`src/rtl/ap_pkg.sv`:
```
// Shared definitions for the automata-processor report path: symbol width
// and the packed report record layout {offset, reports, character}.
package ap_pkg;

    localparam int SYMBOL_W          = 16;
    localparam int DEF_OFFSET_W      = 32;
    localparam int DEF_NUM_REPORTERS = 2;

    typedef struct packed {
        logic [DEF_OFFSET_W-1:0]      offset;
        logic [DEF_NUM_REPORTERS-1:0] reports;
        logic [SYMBOL_W-1:0]          character;
    } report_rec_t;

    localparam int REC_W = $bits(report_rec_t);

    // Record width for non-default offset / reporter widths; same field order.
    function automatic int rec_width(input int offset_w, input int num_reporters);
        return offset_w + num_reporters + SYMBOL_W;
    endfunction

endpackage

```
`src/rtl/report_fifo.sv`:
```
// Show-ahead FIFO with registered storage and an explicit occupancy counter;
// a push into a full FIFO is accepted only when a pop happens the same cycle.
module report_fifo #(
    parameter int W     = ap_pkg::REC_W,
    parameter int DEPTH = 16,
    localparam int PTR_W = $clog2(DEPTH),
    localparam int LVL_W = PTR_W + 1
) (
    input  logic             clock,
    input  logic             resetN,
    input  logic             flush,
    input  logic             push,
    input  logic [W-1:0]     wdata,
    input  logic             pop,
    output logic [W-1:0]     rdata,
    output logic             valid,
    output logic             full,
    output logic [LVL_W-1:0] level
);

    logic [W-1:0]     mem_q [DEPTH];
    logic [PTR_W-1:0] wr_ptr_q, wr_ptr_d;
    logic [PTR_W-1:0] rd_ptr_q, rd_ptr_d;
    logic [LVL_W-1:0] count_q, count_d;
    logic             push_en;
    logic             pop_en;

    assign full  = (count_q == LVL_W'(DEPTH));
    assign valid = (count_q != '0);
    assign level = count_q;
    // Gate the head so an empty FIFO presents all-zero fields.
    assign rdata = valid ? mem_q[rd_ptr_q] : '0;

    always_comb begin
        pop_en   = pop && valid && !flush;
        push_en  = push && !flush && (!full || pop_en);
        wr_ptr_d = wr_ptr_q;
        rd_ptr_d = rd_ptr_q;
        count_d  = count_q;
        if (flush) begin
            wr_ptr_d = '0;
            rd_ptr_d = '0;
            count_d  = '0;
        end else begin
            if (push_en) wr_ptr_d = wr_ptr_q + 1'b1;
            if (pop_en)  rd_ptr_d = rd_ptr_q + 1'b1;
            if (push_en && !pop_en)      count_d = count_q + 1'b1;
            else if (pop_en && !push_en) count_d = count_q - 1'b1;
        end
    end

    always_ff @(posedge clock or negedge resetN) begin
        if (!resetN) begin
            wr_ptr_q <= '0;
            rd_ptr_q <= '0;
            count_q  <= '0;
        end else begin
            wr_ptr_q <= wr_ptr_d;
            rd_ptr_q <= rd_ptr_d;
            count_q  <= count_d;
        end
    end

    // When full with a simultaneous pop, wr_ptr equals rd_ptr: the slot being
    // overwritten is the head that leaves on this same edge.
    always_ff @(posedge clock) begin
        if (push_en) mem_q[wr_ptr_q] <= wdata;
    end

endmodule

```
`src/rtl/report_collector.sv`:
```
// Numbers incoming symbols, captures a record whenever any reporting STE fires,
// and queues records for the host with drop accounting and sticky status.
module report_collector
    import ap_pkg::*;
#(
    parameter int NUM_REPORTERS = 2,
    parameter int OFFSET_W      = 32,
    parameter int DEPTH         = 16,
    parameter int DROP_W        = 16,
    localparam int LVL_W        = $clog2(DEPTH) + 1
) (
    input  logic                     clock,
    input  logic                     resetN,
    input  logic                     flush,
    input  logic                     charValid,
    input  logic [SYMBOL_W-1:0]      character,
    input  logic [NUM_REPORTERS-1:0] reports,
    output logic                     outValid,
    input  logic                     outReady,
    output logic [OFFSET_W-1:0]      outOffset,
    output logic [NUM_REPORTERS-1:0] outReports,
    output logic [SYMBOL_W-1:0]      outCharacter,
    output logic                     overflow,
    output logic                     offsetWrapped,
    output logic [DROP_W-1:0]        dropCount,
    output logic [LVL_W-1:0]         level
);

    localparam int RW = rec_width(OFFSET_W, NUM_REPORTERS);

    logic [OFFSET_W-1:0] offset_q, offset_d;
    logic                wrapped_q, wrapped_d;
    logic                overflow_q, overflow_d;
    logic [DROP_W-1:0]   drop_q, drop_d;

    logic          push;
    logic          pop;
    logic          fifo_full;
    logic          fifo_valid;
    logic [RW-1:0] fifo_wdata;
    logic [RW-1:0] fifo_rdata;

    assign push       = charValid && (|reports);
    assign pop        = fifo_valid && outReady;
    assign fifo_wdata = {offset_q, reports, character};

    report_fifo #(
        .W     (RW),
        .DEPTH (DEPTH)
    ) u_fifo (
        .clock  (clock),
        .resetN (resetN),
        .flush  (flush),
        .push   (push),
        .wdata  (fifo_wdata),
        .pop    (pop),
        .rdata  (fifo_rdata),
        .valid  (fifo_valid),
        .full   (fifo_full),
        .level  (level)
    );

    always_comb begin
        offset_d   = offset_q;
        wrapped_d  = wrapped_q;
        overflow_d = overflow_q;
        drop_d     = drop_q;
        if (flush) begin
            offset_d   = '0;
            wrapped_d  = 1'b0;
            overflow_d = 1'b0;
            drop_d     = '0;
        end else begin
            if (charValid) begin
                offset_d = offset_q + 1'b1;
                if (&offset_q) wrapped_d = 1'b1;
            end
            // A full FIFO only loses the record when nothing leaves this cycle.
            if (push && fifo_full && !pop) begin
                overflow_d = 1'b1;
                if (!(&drop_q)) drop_d = drop_q + 1'b1;
            end
        end
    end

    always_ff @(posedge clock or negedge resetN) begin
        if (!resetN) begin
            offset_q   <= '0;
            wrapped_q  <= 1'b0;
            overflow_q <= 1'b0;
            drop_q     <= '0;
        end else begin
            offset_q   <= offset_d;
            wrapped_q  <= wrapped_d;
            overflow_q <= overflow_d;
            drop_q     <= drop_d;
        end
    end

    assign outValid                               = fifo_valid;
    assign {outOffset, outReports, outCharacter}  = fifo_rdata;
    assign overflow                               = overflow_q;
    assign offsetWrapped                          = wrapped_q;
    assign dropCount                              = drop_q;

endmodule

```
`config.mk`:
```
export PLATFORM = sky130hd
export DESIGN_NAME = report_collector
export DESIGN_NICKNAME = d
export VERILOG_FILES = /design/src/rtl/ap_pkg.sv /design/src/rtl/report_fifo.sv /design/src/rtl/report_collector.sv
export SDC_FILE = /design/constraint.sdc
export NUM_CORES = 1
export LEC_CHECK = 0
export CAP_MARGIN = 40
export CORE_UTILIZATION = 55
export DETAILED_ROUTE_END_ITERATION = 10
export PLACE_DENSITY_LB_ADDON = 0.08
export SETUP_SLACK_MARGIN = 0.15
export SLEW_MARGIN = 25
export SYNTH_ARGS = -nofsm -noshare
export SYNTH_HDL_FRONTEND = slang
export SYNTH_SLANG_ARGS = --single-unit
```
`constraint.sdc`:
```
create_clock -name clock -period 3.9 [get_ports clock]
set_input_delay 0.78 -clock clock [delete_from_list [all_inputs] [get_ports clock]]
set_output_delay 0.78 -clock clock [all_outputs]
set_load 0.05 [all_outputs]
```
== Word-level counts from Yosys, hierarchy flattened ==
Memories as Yosys holds them, arrays and structs flattened.
Index checks and enable logic that the tools add are counted.

* Register bits after elaboration: 63
* Latch bits: 0
* Bits in writable memories: 800
* ROM bits: 0
* Input port bits: 23
* Output and inout port bits: 74
* Logic and storage cells: 64
* Memories kept: 1

* Add/sub/neg operators: 6
* Multiply operators: 0
* Divide/modulo/power cells: 0
* Order comparisons: 0
* Equal/unequal tests: 2
* Shifts and indexed selects: 0
* Multiplexer cells: 20
* Bitwise logic cells: 0
* Reduce and logical (&&, ||, !) cells: 28

{| class="wikitable"
|+ Memory list
! name !! words !! bits a word !! rd ports !! clocked after Yosys merged registers in !! wr ports !! line !! RTL
|-
| u_fifo.mem_q || 16 || 50 || 1 || 0 || 1 || report_fifo.sv:21 || <nowiki>logic [W-1:0] mem_q [DEPTH];</nowiki>
|}

{| class="wikitable"
|+ Operator list
! operator !! number
|-
| 32-bit 2-to-1 mux || 2
|-
| 50-bit 2-to-1 mux || 1
|-
| 16-bit 2-to-1 mux || 3
|-
| 32-bit by 1-bit adder with 32-bit output, second input constant || 1
|-
| 32-bit AND reduction || 1
|-
| 16-bit by 1-bit adder with 16-bit output, second input constant || 1
|-
| 4-bit 2-to-1 mux || 4
|-
| 16-bit AND reduction || 1
|-
| 5-bit 2-to-1 mux || 3
|-
| 1-bit logical AND || 10
|-
| 2-bit nonzero test || 5
|-
| 4-bit by 1-bit adder with 4-bit output, second input constant || 2
|-
| 1-bit 2-to-1 mux || 7
|-
| 5-bit by 1-bit adder with 5-bit output, second input constant || 1
|-
| 5-bit == test, second input constant || 1
|-
| 1-bit zero test || 5
|-
| 5-bit nonzero test || 1
|-
| 5-bit by 1-bit subtractor with 5-bit output, second input constant || 1
|-
| 2-bit AND reduction || 2
|-
| 3-bit nonzero test || 1
|-
| 2-bit != test, second input constant || 1
|-
| 2-bit OR reduction || 1
|-
| 1-bit logical OR || 1
|}

== Logic depth before layout (Yosys ltp) ==
Gate-level depths: netlist (run 1).

* Word-level depth: 11
* Depth in mapped cells: 9
* Mapped depth without buffers: 8

== Hierarchy ==
Synthesis (run 1) repeated with hierarchy kept, for this count alone.

* Cell total of the unflattened synthesis: 1598
* Area total of the unflattened synthesis: 33801.2 um2

{| class="wikitable"
|+ By module, submodules not included
! module !! times used !! cells each !! area an instance (um2)
|-
| report_fifo || 1 || 1325 || 31119.8
|-
| report_collector || 1 || 273 || 2681.3
|}

== Worst setup path before layout (run 1) ==
No wires, ideal clock.

* Path type: input-to-reg
* From: in charValid
* To: mem u_fifo.mem_q[10][0] (netlist bit), enable pin
* Arrival time: 3.997 ns
* Path slack: -0.555 ns
* Stages: 5
* Path buffers: 1
* Cell sequence: clkbuf_1 -> o21ai_0 -> a211oi_1 -> nand3b_1 -> nor2_1

* Word-level cells in the longest chain between the ends: 5

{| class="wikitable"
|+ Ends and longest elaborated chain
! item !! line !! RTL
|-
| from (decl) || report_collector.sv:15 || <nowiki>input logic charValid,</nowiki>
|-
| 1-bit logical AND || report_collector.sv:43 || <nowiki>assign push = charValid && (|reports);</nowiki>
|-
| 1-bit logical AND (2 in a row) || report_fifo.sv:36 || <nowiki>push_en = push && !flush && (!full || pop_en);</nowiki>
|-
| 1-bit 2-to-1 mux || report_fifo.sv:67 || <nowiki>if (push_en) mem_q[wr_ptr_q] <= wdata;</nowiki>
|-
| 1-bit 2-to-1 mux (not written as such) || report_fifo.sv:67 ||
|-
| to (decl) || report_fifo.sv:21 ||
|}

Every way passes these cells.

== Worst setup path after layout (run 1) ==
* From: reg u_fifo.rd_ptr_q[1]
* To: out outOffset[15]

* Word-level cells in the longest chain between the ends: 2

{| class="wikitable"
|+ Ends and longest elaborated chain
! item !! line !! RTL
|-
| from (decl) || report_fifo.sv:23 || <nowiki>logic [PTR_W-1:0] rd_ptr_q, rd_ptr_d;</nowiki>
|-
| from (signal assigned) || report_fifo.sv:59 || <nowiki>rd_ptr_q <= rd_ptr_d;</nowiki>
|-
| memory read 16 x 50 bit || n/a ||
|-
| 50-bit 2-to-1 mux || report_fifo.sv:32 || <nowiki>assign rdata = valid ? mem_q[rd_ptr_q] : '0;</nowiki>
|-
| to (decl) || report_collector.sv:20 || <nowiki>output logic [OFFSET_W-1:0] outOffset,</nowiki>
|}

Every way passes these cells.

==> results of run 1 <==
area by class of cell:
class / instances / area (um2) / share of cell area (%)
tap: 782 / 978 / 2.50
timing repair buffer: 177 / 1850 / 4.74
sequential: 863 / 25600 / 65.4
inverter: 14 / 52.6 / 0.134
clock inverter: 46 / 395 / 1.01
multi-input combinational: 647 / 7850 / 20.1
clock buffer: 113 / 2390 / 6.10
report_power, final:
group          switching, mW  total, mW  leakage [nW]  internal, mW
clock network           3.34       8.06          1.37          4.72
registers              0.106       10.2          7.94          10.1
logic                   3.07       5.06          2.76          1.99
total                   6.51       23.4          12.1          16.9
worst max-delay path: cells and delay by family (launching register included):
family                 cells  cell delay (ns)
AO/OA/AOI/OAI              1             0.14
flip-flops                 1             0.65
buffers and inverters      2             0.72
multiplexers               2             0.69
sequential cells by signal, indices dropped and copies added (netlist names):
name and cells:
u_fifo.rd_ptr_q 4, offsetWrapped 1, dropCount 16, u_fifo.level 5, overflow 1, u_fifo.mem_q 800
offset_q 32, u_fifo.wr_ptr_q 4
cells by family (layout without fill, tap and decap cells):
family / after synthesis / after routing / synth area share, %
muxes: 313 / 313 / 16.7
DFF: 863 / 863 / 75.8
adders and majority gates: 12 / 12 / 0.467
buffers and inverters: 101 / 350 / 1.18
xor gates and xnor gates: 18 / 18 / 0.467
AOI/OAI and AO/OA: 139 / 139 / 2.62
and+or+nand+nor: 165 / 165 / 2.79
routing by layer:
metal  part of all wire, %  up-vias
li1                      -     7144
met1                    43     8799
met2                    50      440
met3                   4.7       97
met4                   2.1        0
met5                     0        -
worst paths after layout:
path	cells after the start	to	slack, ns	from
max	5	outOffset[15]	0.28	u_fifo.rd_ptr_q[1]
min in group clock	2	overflow	0.52	overflow
min reg2reg	2	overflow	0.52	overflow
min	1	dropCount[6]	0.06	resetN
max reg2reg	8	u_fifo.level[4]	0.81	u_fifo.level[1]
max in group asynchronous	2	offset_q[21]	3.27	resetN
metrics by stage:
stage | setup TNS [ns] | utilization, % | hold slack, ns | std cells
after floorplan | -111.05 | - | 0.484 | 1611
after global placement | 0 | 60.0 | 0.484 | 2476
after detailed placement | 0 | 60.0 | 0.508 | 2477
after CTS | 0 | 64.7 | 0.0403 | 2641
after global routing | 0 | 64.7 | 0.0550 | 2642
final | 0 | 64.7 | 0.0623 | 2642
repair_timing:
action / in CTS / in global routing
setup endpoints to repair: 1 / 0
buffers inserted: 5 / 0
hold buffers: 0 / 0
placed cells by master, fill, tap and decap left out, types with 7 or more instances in the layout:
master and count:
or4_1 25, and2_4 12, o21ai_0 7, clkbuf_1 18
xnor2_1 7, mux2i_1 105, nand3_1 19, mux4_2 200
clkbuf_16 90, o31ai_1 22, a21oi_1 36, nand2_1 17
inv_1 14, nand4_1 15, clkinv_1 17, clkinv_2 15
xor2_1 11, nor2_1 30, buf_12 32, edfxtp_1 800
mux2_2 8, dfrtp_1 60, clkdlybuf4s50_1 44, ha_1 11
a211oi_1 9, o22ai_1 50, buf_4 98
==> metrics.md, run 1 <==
| Metric | Value |
|---|---|
| Slack of the critical path | `about 0.28 ns` |
| Layout cells sized above 1 | `about a quarter` |
| Maximum clock frequency | `276 MHz` |
| Total congestion overflow | `0` |
| Total of fill cells in the finished design | `4,028` |
| Total count of max-transition violations in the final report | `0` |
| Routability cong. | `roughly 0.75` |
| Clk buf depth | `3` |
| Final hold violation count | `0` |
| GR Layer Usage met3 | `approximately 3.7%` |
| Most used routing layer in global routing | `met2` |
| Site Rows | `90` |
| Number of buffers inserted during clock tree synthesis | `87` |
| Category of the critical setup timing path | `reg2out` |
| Layout overhead on the synthesized area | `15.8%` |
| Clk sinks | `863` |
| Number of nets still failing antenna checks after routing | `0` |
| Worst min-delay path class | `in2async` |
| CORE AREA | `about 0.060 mm2` |
| Dominant register cell in the synthesized netlist | `edfxtp_1` |
| Clock transition at the registers of the reported paths | `around 0.060 ns` |
| Dpl hpwl | `around 40,000 um` |
| Fin area | `just under 0.04 mm2` |
| Largest stage delay on the critical path | `about 0.65 ns` |
| Number of global-route vias before repair | `about 17,000` |
| Final worst clock skew | `roughly 0.018 ns` |
| Final critical delay including setup and external delays | `around 3.6 ns` |
| Count of yosys warnings during synthesis | `0` |
| Most numerous cell types in the synthesized netlist | `edfxtp_1, mux4_2, mux2i_1` |
| Router iterations before antenna repair | `5` |
| Number of nets in the layout | `around 1,800` |
| Maxcap violations | `0` |
| Die extent in x | `250 um` |
| Total setup violations reported at the end of the flow | `0` |
| Post-synthesis async set-or-reset flop share | `roughly 7.3%` |
| Slew margin rel. | `between 40% and 50%` |
| Synthesized instance count | `~1,600` |
| Routed wire length | `71,800 um` |
| Power after layout | `23.4 mW` |
| Maximum ir drop on the vdd rail | `just over 0.4 mV` |
| CTS tree | `done` |
| Highest fanout seen on the critical path | `31` |
| Cell taking the most area after synthesis | `edfxtp_1` |
| Floorplan die area | `~0.062 mm2` |
| Result of the run | `complete, no violations` |
| Leakage power summed over all cells | `approximately 12 nW` |
| Latest clock arrival within the worst-skew pair | `approximately 0.63 ns` |
| Global-route wire length before repair | `around 110,000 um` |
| DP Worst Slack | `between 0.5 and 0.6 ns` |
| Overall routing resource usage | `between 20% and 30%` |
| Total DRC errors in the routed layout | `0` |
| Kind of start point of the critical path | `flop` |
| Average cell area after synthesis | `approximately 21 um2` |
| Pin count of the biggest net entering global routing | `61` |
| WP data arrival | `roughly 2.8 ns` |
| Library cells used by synthesis | `between 40 and 50` |
| Met2 usage in global routing | `between 30% and 40%` |
| Worst path cell trace | `buf_4, mux4_2, mux2i_1, o22ai_1, buf_4` |
| Cell with the most instances after synthesis | `edfxtp_1` |
| Wirelength per Cell | `27.2 um` |
| CP dominant cell by count | `buf_4` |
| Port buffer count | `96` |
| Synth top area share | `between 70% and 80%` |
| Worst-Margin Slew | `around 0.78 ns` |
| Seq/Total Area, Yosys | `between 70% and 80%` |
| Post-cts repair resize count | `0` |
| Met1 usage in global routing | `33.4%` |
| Number of enable-type register cells in the synthesized netlist | `800` |
| Initial Util | `a little under three fifths` |
| Slowest library cell on the worst path | `dfrtp_4` |
| Number of vias in the routed layout | `around 16,000` |
| Seq cells post-synth | `roughly 860` |
| H-Tree Depth | `3` |
| Antenna cells | `0` |
| Number of DRC violations after detailed-routing iteration 0 | `around 1,500` |
| Critical path endpoint category | `output port` |
| Setup repair after global routing missed its margin | `false` |
| Number of nets in the synthesized netlist | `1,646` |
| Area after detailed placement | `0.0363 mm2` |
| Total power density per cell area | `about 600 mW/mm2` |
| Worst path required time | `between 3 and 4 ns` |
| Average vias per placed instance | `6.24` |
| Leading post-synthesis cells by cell area | `edfxtp_1, mux4_2, dfrtp_1, mux2i_1, o22ai_1` |
| Number of antenna violations at the first check in global routing | `0` |
| Ports | `97` |
| Synthesized cell area | `0.0338 mm2` |
| Clock tree root buffer cell | `clkbuf_16` |
| Y dimension of the die | `250 um` |
| Period utilisation layout | `92.8%` |
Power figures use the tool's default switching activity.
==> inputs of run 2 (changes only) <==
Settings changed: CORE_ASPECT_RATIO set to 1.75.
==> run 2 against run 1 <==
- core utilization shrank 0.38 points
- critical endpoint is now outOffset[4]
- worst hold slack gained 0.016 ns
- clock skew grew 0.0021 ns
- critical path type unchanged
- cell count shrank 0.98%
- largest cell class unchanged
- count of clock-buffer cells in the layout shrank 7
- sequential power is essentially flat
- clock power shrank 8.6%
- power shrank 2.6%
- via count grew 0.45%
==> metrics.md, run 2 (synthesized netlist as in run 1, its figures left out) <==
| Metric | Value |
|---|---|
| Result of the run | `complete, no violations (unchanged)` |
| Total power density per cell area | `585 mW/mm2 (was 597 mW/mm2)` |
| Final worst clock skew | `0.0203 ns (was 0.0182 ns)` |
| Final hold violation count | `0 (unchanged)` |
| Max reg flops | `800 (unchanged)` |
| Slew margin rel. | `45.3% (was 48.1%)` |
| CTS tree | `done (unchanged)` |
| Overall routing resource usage | `25.0% (was 23.8%)` |
| Total setup violations reported at the end of the flow | `0 (unchanged)` |
| Routed wire length | `75,200 um (was 71,800 um)` |
| Wirelength per Cell | `28.7 um (was 27.2 um)` |
| Clk buf depth | `3 (unchanged)` |
| Power after layout | `22.7 mW (was 23.4 mW)` |
| Clock transition at the registers of the reported paths | `0.06 ns (about the same)` |
| Most used routing layer in global routing | `met2 (unchanged)` |
| Worst path cell trace | `buf_12, buf_12, buf_4, mux4_2, mux2i_1, o22ai_1, buf_4 (was buf_4, mux4_2, mux2i_1, o22ai_1, buf_4)` |
| Number of global-route vias before repair | `17,700 (was 17,200)` |
| Met1 usage in global routing | `31.5% (was 33.4%)` |
| Clock tree root buffer cell | `clkbuf_16 (unchanged)` |
| Setup repair after global routing missed its margin | `false (unchanged)` |
| Layout overhead on the synthesized area | `15.1% (was 15.8%)` |
| WP data arrival | `2.80 ns (was 2.84 ns)` |
| Number of buffers inserted during clock tree synthesis | `75 (was 87)` |
| Site Rows | `119 (was 90)` |
| Worst path required time | `3.12 ns (about the same)` |
| Fraction of the core area covered by cells at the end of the flow | `64.3% (was 64.7%)` |
| H-Tree Depth | `3 (unchanged)` |
| Layout cells sized above 1 | `25.4% (was 26.3%)` |
| Slack of the critical path | `0.318 ns (was 0.280 ns)` |
| Largest stage delay on the critical path | `0.51 ns (was 0.65 ns)` |
| Initial Util | `55.9% (about the same)` |
| Pin count of the biggest net entering global routing | `60 (was 61)` |
| Average vias per placed instance | `6.33 (was 6.24)` |
| Met2 usage in global routing | `45.0% (was 39.3%)` |
| Y dimension of the die | `330 um (was 250 um)` |
| Maximum clock frequency | `279 MHz (was 276 MHz)` |
| Period utilisation layout | `91.8% (was 92.8%)` |
| Router iterations before antenna repair | `6 (was 5)` |
| Register bank with the most flops | `u_fifo.mem_q (unchanged)` |
| Kind of start point of the critical path | `flop (unchanged)` |
| Port buffer count | `96 (unchanged)` |
| Global-route wire length before repair | `113,000 um (was 109,000 um)` |
| Number of nets in the layout | `1,812 (was 1,825)` |
| Total count of max-transition violations in the final report | `0 (unchanged)` |
| Number of antenna violations at the first check in global routing | `0 (unchanged)` |
| Worst-Margin Slew | `0.812 ns (was 0.778 ns)` |
| Worst min-delay path class | `in2async (unchanged)` |
| Area after detailed placement | `0.0364 mm2 (was 0.0363 mm2)` |
| GR Layer Usage met3 | `2.97% (was 3.71%)` |
| Leakage power summed over all cells | `11.9 nW (was 12.1 nW)` |
| Slowest library cell on the worst path | `dfrtp_4 (unchanged)` |
| Final critical delay including setup and external delays | `3.58 ns (was 3.62 ns)` |
| Most common cell after layout, fill and taps aside | `edfxtp_1 (unchanged)` |
| Antenna cells | `0 (unchanged)` |
| Routability cong. | `0.810 (was 0.747)` |
| Fin area | `0.0389 mm2 (was 0.0391 mm2)` |
| Ports | `97 (unchanged)` |
| Total congestion overflow | `0 (unchanged)` |
| Most frequent cells in the layout | `edfxtp_1, mux4_2, mux2i_1 (unchanged)` |
| Dpl hpwl | `43,900 um (was 40,200 um)` |
| Latest clock arrival within the worst-skew pair | `0.61 ns (was 0.63 ns)` |
| CORE AREA | `0.0605 mm2 (about the same)` |
| Number of DRC violations after detailed-routing iteration 0 | `1,334 (was 1,510)` |
| Total DRC errors in the routed layout | `0 (unchanged)` |
| Highest fanout seen on the critical path | `17 (was 31)` |
| Critical path endpoint category | `output port (unchanged)` |
| Clk sinks | `863 (unchanged)` |
| Number of vias in the routed layout | `16,600 (was 16,500)` |
| Maximum ir drop on the vdd rail | `0.468 mV (was 0.410 mV)` |
| Maxcap violations | `0 (unchanged)` |
| Number of nets still failing antenna checks after routing | `0 (unchanged)` |
| Category of the critical setup timing path | `reg2out (unchanged)` |
| Die extent in x | `189 um (was 250 um)` |
| DP Worst Slack | `0.275 ns (was 0.582 ns)` |
| Total of fill cells in the finished design | `4,156 (was 4,028)` |
| Floorplan die area | `0.0625 mm2 (was 0.0624 mm2)` |
| Total negative slack | `0 ns (unchanged)` |
## run 2: cell count changes in the layout (fill, tap and decap cells not counted), moves of 6 or more
cell       before  now
buf_12         32   44
clkinv_1       17    8
buf_4          98   86
inv_6           6    0
clkbuf_16      90   81
clkinv_2       15    8
## run 2: timing repair
action,in CTS,in global routing
endpoints found under the setup margin,14,0
hold buffers,0,0
setup buffers,3,0
gates resized for setup,1,0
endpoints found under the hold margin,0,0
## run 2: worst paths after layout
kind / from / slack (ns) / endpoint / depth (start not counted)
worst min register to register: offsetWrapped / 0.52 / offsetWrapped / 2
worst max-delay path: u_fifo.rd_ptr_q[0] / 0.32 / outOffset[4] / 7
min in group clock: offsetWrapped / 0.52 / offsetWrapped / 2
worst max register to register: u_fifo.level[1] / 0.68 / u_fifo.level[4] / 8
worst min-delay path: resetN / 0.08 / dropCount[11] / 1
max in group asynchronous: resetN / 3.24 / u_fifo.rd_ptr_q[0] / 2
## run 2: stage by stage
stage | cells | hold slack [ns]
after floorplan | 1611 | 0.484
after global placement | 2482 | 0.492
after global routing | 2616 | 0.0841
after detailed placement | 2483 | 0.502
after CTS | 2616 | 0.0575
final | 2616 | 0.0780
## run 2: critical path: cells and delay by family (launching register included)
kind | cells | cell delay, ns
buf+inv | 4 | 0.82
compound gates | 1 | 0.12
mux | 2 | 0.71
flops | 1 | 0.51
## run 2: final cells by class
class	instances	area (um2)	share of cell area, %
Clock buffer	106	2140	5.50
Timing Repair Buffer	176	1980	5.10
Clock inverter	24	265	0.682
Sequential cell	863	25600	65.9
Multi-Input combinational cell	647	7850	20.2
Inverter	14	52.6	0.135
Tap cell	786	983	2.53
## run 2: per-layer routing
metal	up-vias	wire length, um
met1	8855	29100
met2	512	40900
met5	-	0
met4	0	2040
met3	122	3150
li1	7065	-
## run 2: power by group
part	internal (mW)	leakage (nW)	total [mW]	switching [mW]
Combinational	2.01	2.78	5.15	3.14
Clock	4.22	1.17	7.37	3.15
Sequential	10.1	7.94	10.2	0.102
Total	16.4	11.9	22.7	6.38
==> edit: new RTL, config.mk and constraints of run 2 <==
Register the output `level`, cleared by the reset; this adds one clock of latency there. The other outputs are not delayed to match.
--- a/src/rtl/report_collector.sv
+++ b/src/rtl/report_collector.sv
@@ -28,6 +28,8 @@
 
     localparam int RW = rec_width(OFFSET_W, NUM_REPORTERS);
 
+    logic [LVL_W-1:0] level_d;
+
     logic [OFFSET_W-1:0] offset_q, offset_d;
     logic                wrapped_q, wrapped_d;
     logic                overflow_q, overflow_d;
@@ -57,7 +59,7 @@
         .rdata  (fifo_rdata),
         .valid  (fifo_valid),
         .full   (fifo_full),
-        .level  (level)
+        .level  (level_d)
     );
 
     always_comb begin
@@ -103,5 +105,13 @@
     assign offsetWrapped                          = wrapped_q;
     assign dropCount                              = drop_q;
 
+    always_ff @(posedge clock or negedge resetN) begin
+        if (!resetN) begin
+            level <= '0;
+        end else begin
+            level <= level_d;
+        end
+    end
+
 endmodule
 
Check against the original RTL: not equivalent (Yosys sat finds a counterexample within 4 cycles, from zero or initial values and one cycle with resetN low).
==> edit against run 2 <==
  * Count of clock-buffer cells in the layout shrank 13
  * Setup slack lost 0.082 ns
  * Total power grew 2.7%
  * Cell area grew 0.97%
  * Sequential cell count grew 5
  * Wire length grew 3.5%
  * Area after synthesis grew 0.43%
  * Utilization shrank 0.074 points
  * Clock power grew 3.7%
  * Critical path type unchanged
  * Largest power group unchanged
==> edit: results (changes against run 2) <==
Placed design
  • RD Place Congestion: 0.770 (was 0.810)
  • Place WS: 0.303 ns (was 0.275 ns)

Power
  • Internal power consumption: 16.7 mW (was 16.4 mW)
  • Worst IR Drop VDD: 0.000617 V (was 0.000468 V)

Yosys
  • Top post-synthesis cells by count: 800 x edfxtp_1, 200 x mux4_2, 102 x mux2i_1 (was 800 x edfxtp_1, 200 x mux4_2, 105 x mux2i_1)
  • Post-synthesis net count: 1659 (was 1646)
  • Syn avg cell area: 20.9 µm² (was 21.0 µm²)
  • Sequential fraction of the synthesis area: 75.8% (about the same)
  • Async S/R FF share, synth: 7.83% (was 7.30%)
  • Top post-synthesis cells by area: edfxtp_1 71%, mux4_2 13%, dfrtp_1 5.0% (was edfxtp_1 71%, mux4_2 13%, dfrtp_1 4.7%)

Detailed routing
  • Final WL: 77800 µm (was 75200 µm)
  • Metal3 WL: 4230 µm (was 3150 µm)
  • Via-per-instance ratio: 6.30 (was 6.33)
  • 1st-pass router iterations: 7 (was 6)
  • Wl on met1: 30200 µm (was 29100 µm)
  • WL/cell: 29.2 µm (was 28.7 µm)
  • Iteration-0 DRC Markers: 1459 (was 1334)

Global routing
  • Pin count of the biggest net entering global routing: 57 (was 60)
  • Vias in the first global route: 17.7k (about the same)

Critical path
  • Slowest Stage Delay on Critical Path: 0.56 ns (was 0.51 ns)
  • R2R setup slack: 0.72 ns (was 0.68 ns)
  • Critical Path AT: 2.88 ns (was 2.80 ns)

Status
  • Outcome: finished, final reports clean (unchanged)

Timing
  • Fin crit share: 94.0% (was 91.8%)
  • Slew @ Worst Pin: 0.763 ns (was 0.812 ns)

Layout
  • Share of cells above drive strength 1: 26.5% (was 25.4%)
==> edit: cell type report <==
type / count / area [µm²]
repair buffers: 190 / 2080
fillers: 4162 / 21800
clock inverters: 44 / 487
multi-input cells: 654 / 7890
clock buffers: 93 / 2020
flip-flops and latches: 868 / 25700
inverters: 18 / 67.6
well taps: 793 / 992
==> edit: per-stage QoR <==
stage          cell area [µm²]  TNS (ns)
4_1_cts                  39200         0
3_5_place_dp             36600         0
2_1_floorplan            33900    -80.25
5_1_grt                  39300         0
6_report                 39300         0
3_3_place_gp             36600         0
==> edit: logic make-up after synthesis <==
logic type	Yosys count	synth area share, %
AO/OA/AOI/OAI	136	2.52
XOR/XNOR	17	0.439
adder cells (fa/ha/maj)	12	0.465
buffers and inverters	102	1.22
flip-flops	868	75.8
multiplexers	312	16.6
AND/OR/NAND/NOR	177	2.93
==> edit: power by group through the flow <==
stage / combinational [mW] / clock, mW / sequential [mW]
after global placement: 5.30 / 0 / 10.6
after detailed placement: 5.31 / 0 / 10.6
after floorplan: 3.62 / 0 / 10.5
after CTS: 5.48 / 7.79 / 10.3
final: 5.40 / 7.64 / 10.3
after global routing: 5.70 / 8.08 / 10.3
==> edit: repair_timing <==
item | CTS | global route
gates cloned | 1 | 1
setup buffers | 4 | 0
resized for setup | 6 | 6
endpoints found under the setup margin | 45 | 19
==> edit: routing by layer <==
layer / vias up / global-route usage, %
li1: 7173 / -
met4: 0 / 7.17
met1: 8953 / 32.4
met3: 109 / 4.10
met5: - / 0
met2: 522 / 45.2
